### src/rtl/clock_source_controller_pkg.sv
// Shared types and defaults for the PSI / ring-oscillator clock source controller.
// State encoding, parameter defaults and the fail counter helper.
package clock_source_controller_pkg;

  typedef enum logic [1:0] {
    POWERUP = 2'd0,
    LOCK    = 2'd1,
    RUN     = 2'd2,
    FAIL    = 2'd3
  } state_t;

  localparam int TIMEOUT_DEF        = 255;
  localparam int MIN_PERIOD_DEF     = 4;
  localparam int POWERUP_CYCLES_DEF = 1024;
  localparam int GOOD_EDGES_DEF     = 4;
  localparam int CNT_W_DEF          = 8;
  localparam int FAIL_CNT_W         = 8;

  function automatic logic [FAIL_CNT_W-1:0] sat_inc(
    input logic [FAIL_CNT_W-1:0] v
  );
    return (&v) ? v : v + FAIL_CNT_W'(1);
  endfunction

endpackage

### src/rtl/clock_source_controller_ro_period_monitor.sv
// Measures ring-oscillator periods in clk cycles and qualifies each rise.
// A reference rise is needed before any period can be judged.
module ro_period_monitor
  import clock_source_controller_pkg::*;
#(
  parameter int TIMEOUT    = TIMEOUT_DEF,
  parameter int MIN_PERIOD = MIN_PERIOD_DEF,
  parameter int CNT_W      = CNT_W_DEF
) (
  input  logic             clk,
  input  logic             rst,
  input  logic             noise_less_ro,
  output logic             valid,
  output logic             invalid,
  output logic [CNT_W-1:0] last_period
);

  logic             ro_prev;
  logic             have_ref;
  logic             rise;
  logic             timeout;
  logic [CNT_W-1:0] period_cnt;
  logic [CNT_W:0]   period;

  assign rise    = noise_less_ro & ~ro_prev;
  assign period  = {1'b0, period_cnt} + (CNT_W+1)'(1);
  assign timeout = (period_cnt == CNT_W'(TIMEOUT-1)) & ~rise;

  assign valid = rise & have_ref
               & (period >= (CNT_W+1)'(MIN_PERIOD))
               & (period_cnt < CNT_W'(TIMEOUT));

  assign invalid = (rise & have_ref & ~valid) | timeout;

  always_ff @(posedge clk) begin
    if (rst) begin
      ro_prev     <= 1'b0;
      period_cnt  <= '0;
      have_ref    <= 1'b0;
      last_period <= '0;
    end else begin
      ro_prev <= noise_less_ro;
      if (rise) begin
        period_cnt  <= '0;
        last_period <= period[CNT_W-1:0];
        have_ref    <= 1'b1;
      end else begin
        if (period_cnt != CNT_W'(TIMEOUT))
          period_cnt <= period_cnt + CNT_W'(1);
        if (timeout)
          have_ref <= 1'b0;
      end
    end
  end

endmodule

### src/rtl/clock_source_controller.sv
// Selects PSI or the external RO clock via power/fail mux selects.
// Locks after GOOD_EDGES clean periods, falls back on any bad period.
module clock_source_controller
  import clock_source_controller_pkg::*;
#(
  parameter int TIMEOUT        = TIMEOUT_DEF,
  parameter int MIN_PERIOD     = MIN_PERIOD_DEF,
  parameter int POWERUP_CYCLES = POWERUP_CYCLES_DEF,
  parameter int GOOD_EDGES     = GOOD_EDGES_DEF,
  parameter int CNT_W          = CNT_W_DEF
) (
  input  logic                  clk,
  input  logic                  rst,
  input  logic                  noise_less_ro,
  output logic                  power,
  output logic                  fail,
  output logic                  locked,
  output logic [FAIL_CNT_W-1:0] fail_count,
  output logic [CNT_W-1:0]      last_period
);

  localparam int PU_W   = $clog2(POWERUP_CYCLES + 1);
  localparam int GOOD_W = $clog2(GOOD_EDGES + 1);

  state_t            state;
  state_t            next_state;
  logic [PU_W-1:0]   pu_cnt;
  logic [GOOD_W-1:0] good_cnt;
  logic              valid;
  logic              invalid;
  logic              pu_done;
  logic              good_done;

  ro_period_monitor #(
    .TIMEOUT    (TIMEOUT),
    .MIN_PERIOD (MIN_PERIOD),
    .CNT_W      (CNT_W)
  ) u_mon (
    .clk           (clk),
    .rst           (rst),
    .noise_less_ro (noise_less_ro),
    .valid         (valid),
    .invalid       (invalid),
    .last_period   (last_period)
  );

  assign pu_done   = pu_cnt == PU_W'(POWERUP_CYCLES-1);
  assign good_done = valid
                   & (good_cnt == GOOD_W'(GOOD_EDGES-1));

  always_ff @(posedge clk) begin
    if (rst) state <= POWERUP;
    else     state <= next_state;
  end

  always_comb begin
    next_state = state;
    unique case (state)
      POWERUP: if (pu_done)   next_state = LOCK;
      LOCK:    if (good_done) next_state = RUN;
      RUN:     if (invalid)   next_state = FAIL;
      FAIL:    if (good_done) next_state = RUN;
    endcase
  end

  always_comb begin
    power  = 1'b0;
    fail   = 1'b0;
    locked = 1'b0;
    unique case (state)
      POWERUP: power  = 1'b1;
      LOCK:    power  = 1'b1;
      RUN:     locked = 1'b1;
      FAIL:    fail   = 1'b1;
    endcase
  end

  always_ff @(posedge clk) begin
    if (rst) begin
      pu_cnt <= '0;
    end else if (state == POWERUP && !pu_done) begin
      pu_cnt <= pu_cnt + PU_W'(1);
    end
  end

  // Edges seen during POWERUP never count toward lock.
  always_ff @(posedge clk) begin
    if (rst) begin
      good_cnt <= '0;
    end else begin
      unique case (state)
        LOCK, FAIL: begin
          if (invalid || good_done)
            good_cnt <= '0;
          else if (valid)
            good_cnt <= good_cnt + GOOD_W'(1);
        end
        default: good_cnt <= '0;
      endcase
    end
  end

  always_ff @(posedge clk) begin
    if (rst) begin
      fail_count <= '0;
    end else if (state == RUN && invalid) begin
      fail_count <= sat_inc(fail_count);
    end
  end

endmodule

### config.mk
export PLATFORM = sky130hd
export DESIGN_NAME = clock_source_controller
export DESIGN_NICKNAME = d
export VERILOG_FILES = /design/src/rtl/clock_source_controller_pkg.sv /design/src/rtl/clock_source_controller_ro_period_monitor.sv /design/src/rtl/clock_source_controller.sv
export SDC_FILE = /design/constraint.sdc
export NUM_CORES = 1
export LEC_CHECK = 0
export BUFFER_PORTS_ARGS = -buffer_cell sky130_fd_sc_hd__buf_2
export CORE_AREA = 2 2 78 58
export DETAILED_ROUTE_END_ITERATION = 8
export DIE_AREA = 0 0 80 60
export PLACE_DENSITY = 0.81
export SLEW_MARGIN = 20
export SYNTH_ARGS = -nofsm -noshare
export SYNTH_HDL_FRONTEND = slang
export SYNTH_SLANG_ARGS = --single-unit
### constraint.sdc
create_clock -name clk -period 2.1 [get_ports clk]
set_input_delay 0.105 -clock clk [delete_from_list [all_inputs] [get_ports clk]]
set_output_delay 0.105 -clock clk [all_outputs]
set_load 0.02 [all_outputs]
==> qor.txt <==
==================================================================================
Post-layout worst setup margin                                            -1.74 ps
IR Drop Worst-Case VDD                                                      351 uV
Via count of the first global-routing pass                                    1550
Count leader, synth                                                   sky130_fd_sc_hd__dfxtp_1
Final Setup Violations                                                           1
Total GRT Usage                                                              19.0%
Period minus WS final                                                      2100 ps
Overall power consumption                                                0.00150 W
Most common library cells after synthesis                             sky130_fd_sc_hd__dfxtp_1, sky130_fd_sc_hd__nor2_1, sky130_fd_sc_hd__a21oi_1
Number of nets in the synthesized netlist                                      240
Worst R2R End                                                         fail_count[6]
Register-to-register setup slack                                             -2 ps
Post-DR wirelength/cell                                                    13.9 um
Number of enable-type register cells in the synthesized netlist                  0
1st-pass router iterations                                                       4
Crit path arrival time                                                     2340 ps
Largest fanout on the critical path                                              5
Cell-internal power                                                      0.00112 W
Buffers on Ports                                                                21
Aggregate global routing overflow                                                0
Final estimated routing congestion in global placement                       0.852
Post-synthesis sequential area ratio                                         41.8%
Overall via count from detail_route                                           1756
Number of cells on the worst reg-to-reg path                                     6
Overall die width                                                            80 um
Post-place setup slack                                                    -16.5 ps
Synth unique cells                                                              43
Sinks on Clock Net                                                              42
Final number of max-transition violations                                        0
Number of top-level pins                                                        22
Power per Cell Area                                                    624 nW/um^2
Slew at the pin closest to its max-slew limit                               364 ps
Antenna fix cells                                                                0
Fin Clk Skew                                                               4.39 ps
Setup tns final                                                           -1.74 ps
Detail Route Antenna Nets                                                        0
Std cell rows                                                                   20
Pin count of the biggest net entering global routing                            20
RSZ-0062 raised after global routing                                           yes
Startpoint of the most critical hold path                             noise_less_ro
Total placed instance area                                               2250 um^2
Vertical extent of the die                                                   60 um
Number of H-tree levels                                                          2
Post-Synthesis Cell Area                                                 2010 um^2
Antenna violations before repair                                                 0
CTS buffer count                                                                 5
Run status                                                            finished with violations
Cell accounting for the most synthesized area                         sky130_fd_sc_hd__dfxtp_1
Final Routed Wirelength                                                    4430 um
End point of the worst hold path                                      u_mon.ro_prev
First-pass GRT wire length                                                 6900 um
Switching Fraction                                                           25.6%
Ratio of routed vias to standard cells                                        5.50
Fraction of final layout cells sized beyond drive strength 1                 23.9%
Number of cells on the worst hold path                                           2
Top FF cell, synth                                                    sky130_fd_sc_hd__dfxtp_1
Worst rel slew slack                                                         75.7%
Class of the tightest hold or removal check                           input port to flip-flop
Initial Utilization                                                          49.0%
Signed area change from the synthesized netlist to the final layout          19.7%
Power share of the combinational group                                       10.2%
Maximum buffer depth of the clock tree                                           2
Post-Syn Instances                                                             231
CP endpoint kind                                                         flip-flop
Final routed DRC violation total                                                 0
Sequential group share of total power                                        56.8%
Switching component of the power                                        0.000386 W
Maximum Capacitance Violations                                                   0
Top cells by area in the synthesized netlist                          sky130_fd_sc_hd__dfxtp_1, sky130_fd_sc_hd__nor2_1, sky130_fd_sc_hd__a21oi_1
Detail Placement HPWL                                                      3030 um
Startpoint of the worst-slack reg-to-reg timing path                  u_mon.period_cnt[0]
Violations in the final reports                                       negative setup slack
Standby leakage power                                                     0.910 nW
#FFs+latches synth                                                              42
DRC violation total after the first TritonRoute iteration                       81
Final Net Count                                                                273
Highest Clock Rate                                                         476 MHz
Area fraction of the dominant cell type after synthesis                      41.8%
CP Data Required Time                                                      2340 ps
Share of async-settable or async-resettable flops after synthesis               0%
Element type at the critical path start                                  flip-flop
Hold Violations, Final                                                           0
Clock slew at reported path FFs                                              70 ps
Final critical-path share of the clock period                                 100%
Proportion of power drawn by the clock network                               33.0%
Overall die area                                                         4800 um^2
Final design instance area without fill                                  2410 um^2
Setup CP Type                                                         flip-flop to flip-flop
Clock tree root buffer cell                                           sky130_fd_sc_hd__clkbuf_8
Clock insertion delay at the later pin of the skew report                   300 ps
Core region area                                                         4100 um^2
Cts hold-fix bufs                                                                0
Avg Cell Area, Syn                                                       8.71 um^2
Yosys warning count                                                              0
Clock tree from TritonCTS                                                     done
==================================================================================
routing by layer:
layer | GRT usage, % | share of wire [%] | wire length [um]
met3 | 4.08 | 4.0 | 176
met2 | 29.5 | 44 | 1950
met1 | 24.7 | 50 | 2240
met5 | 0 | 0 | 0
met4 | 10.9 | 1.6 | 71
sequential cells by signal, indices dropped and copies added (netlist names):
name	flops
fail_count	8
u_mon.ro_prev	1
good_cnt	3
u_mon.period_cnt	8
state	2
u_mon.last_period	8
pu_cnt	11
u_mon.have_ref	1
through the flow:
step / util, % / hold slack [ps] / std cells
final: 58.7 / 79.2 / 319
after global routing: 58.7 / 94.7 / 319
after CTS: 56.8 / 81.7 / 317
after detailed placement: 54.7 / 389 / 310
after global placement: 54.7 / 354 / 310
after floorplan: - / 233 / 231
power groups by stage:
stage                     combinational, W  sequential, W  clock, W
after floorplan                  0.0000891       0.000880         0
after global placement            0.000143       0.000868         0
after detailed placement          0.000149       0.000870         0
after CTS                         0.000148       0.000852  0.000500
after global routing              0.000169       0.000857  0.000538
final                             0.000153       0.000854  0.000497
layout by cell type, fill, tap and decap left out, drive strengths merged, types with 7 or more instances in the layout:
cell type  count
nand3         10
dfxtp         42
nand2         14
buf           39
clkbuf         7
xor2           9
nor2          31
a211oi         8
a21oi         17
nand4         11
layout make-up:
cell class              instances  area [um^2]
well taps                      55         68.8
inverters                       6         22.5
clock buffers                   7         76.3
flip-flops and latches         42          846
multi-input cells             170         1150
fillers                       365         1700
repair buffers                 39          240
kinds of logic after synthesis:
logic type	share of synthesized area (%)
muxes	3.42
DFF	41.8
adders and majority gates	3.73
xor gates and xnor gates	6.90
and+or+nand+nor	25.9
AOI/OAI and AO/OA	13.6
buffers and inverters	4.73
worst max-delay path: stages (launching register included):
cell and delay [ps]:
sky130_fd_sc_hd__dfxtp_2 370, sky130_fd_sc_hd__nand4_1 250, sky130_fd_sc_hd__nor2_4 230, sky130_fd_sc_hd__mux2i_4 310
sky130_fd_sc_hd__a41oi_4 180, sky130_fd_sc_hd__or4_1 550, sky130_fd_sc_hd__a21oi_1 150
worst max-delay path by stage:
stage                        start            end  slack [ps]
6_report       u_mon.period_cnt[0]  fail_count[6]          -2
5_1_grt        u_mon.period_cnt[0]  fail_count[5]         -80
4_1_cts        u_mon.period_cnt[3]  fail_count[5]           7
3_5_place_dp   u_mon.period_cnt[3]  fail_count[5]         -20
3_3_place_gp   u_mon.period_cnt[3]  fail_count[5]          70
2_1_floorplan  u_mon.period_cnt[0]  fail_count[3]          10
repair_timing:
action	in CTS	in global routing
pin swaps	0	5
setup buffers	0	1
resized for setup	3	12
setup endpoints to repair	1	9
cloned	0	1
Power figures use the tool's default switching activity.
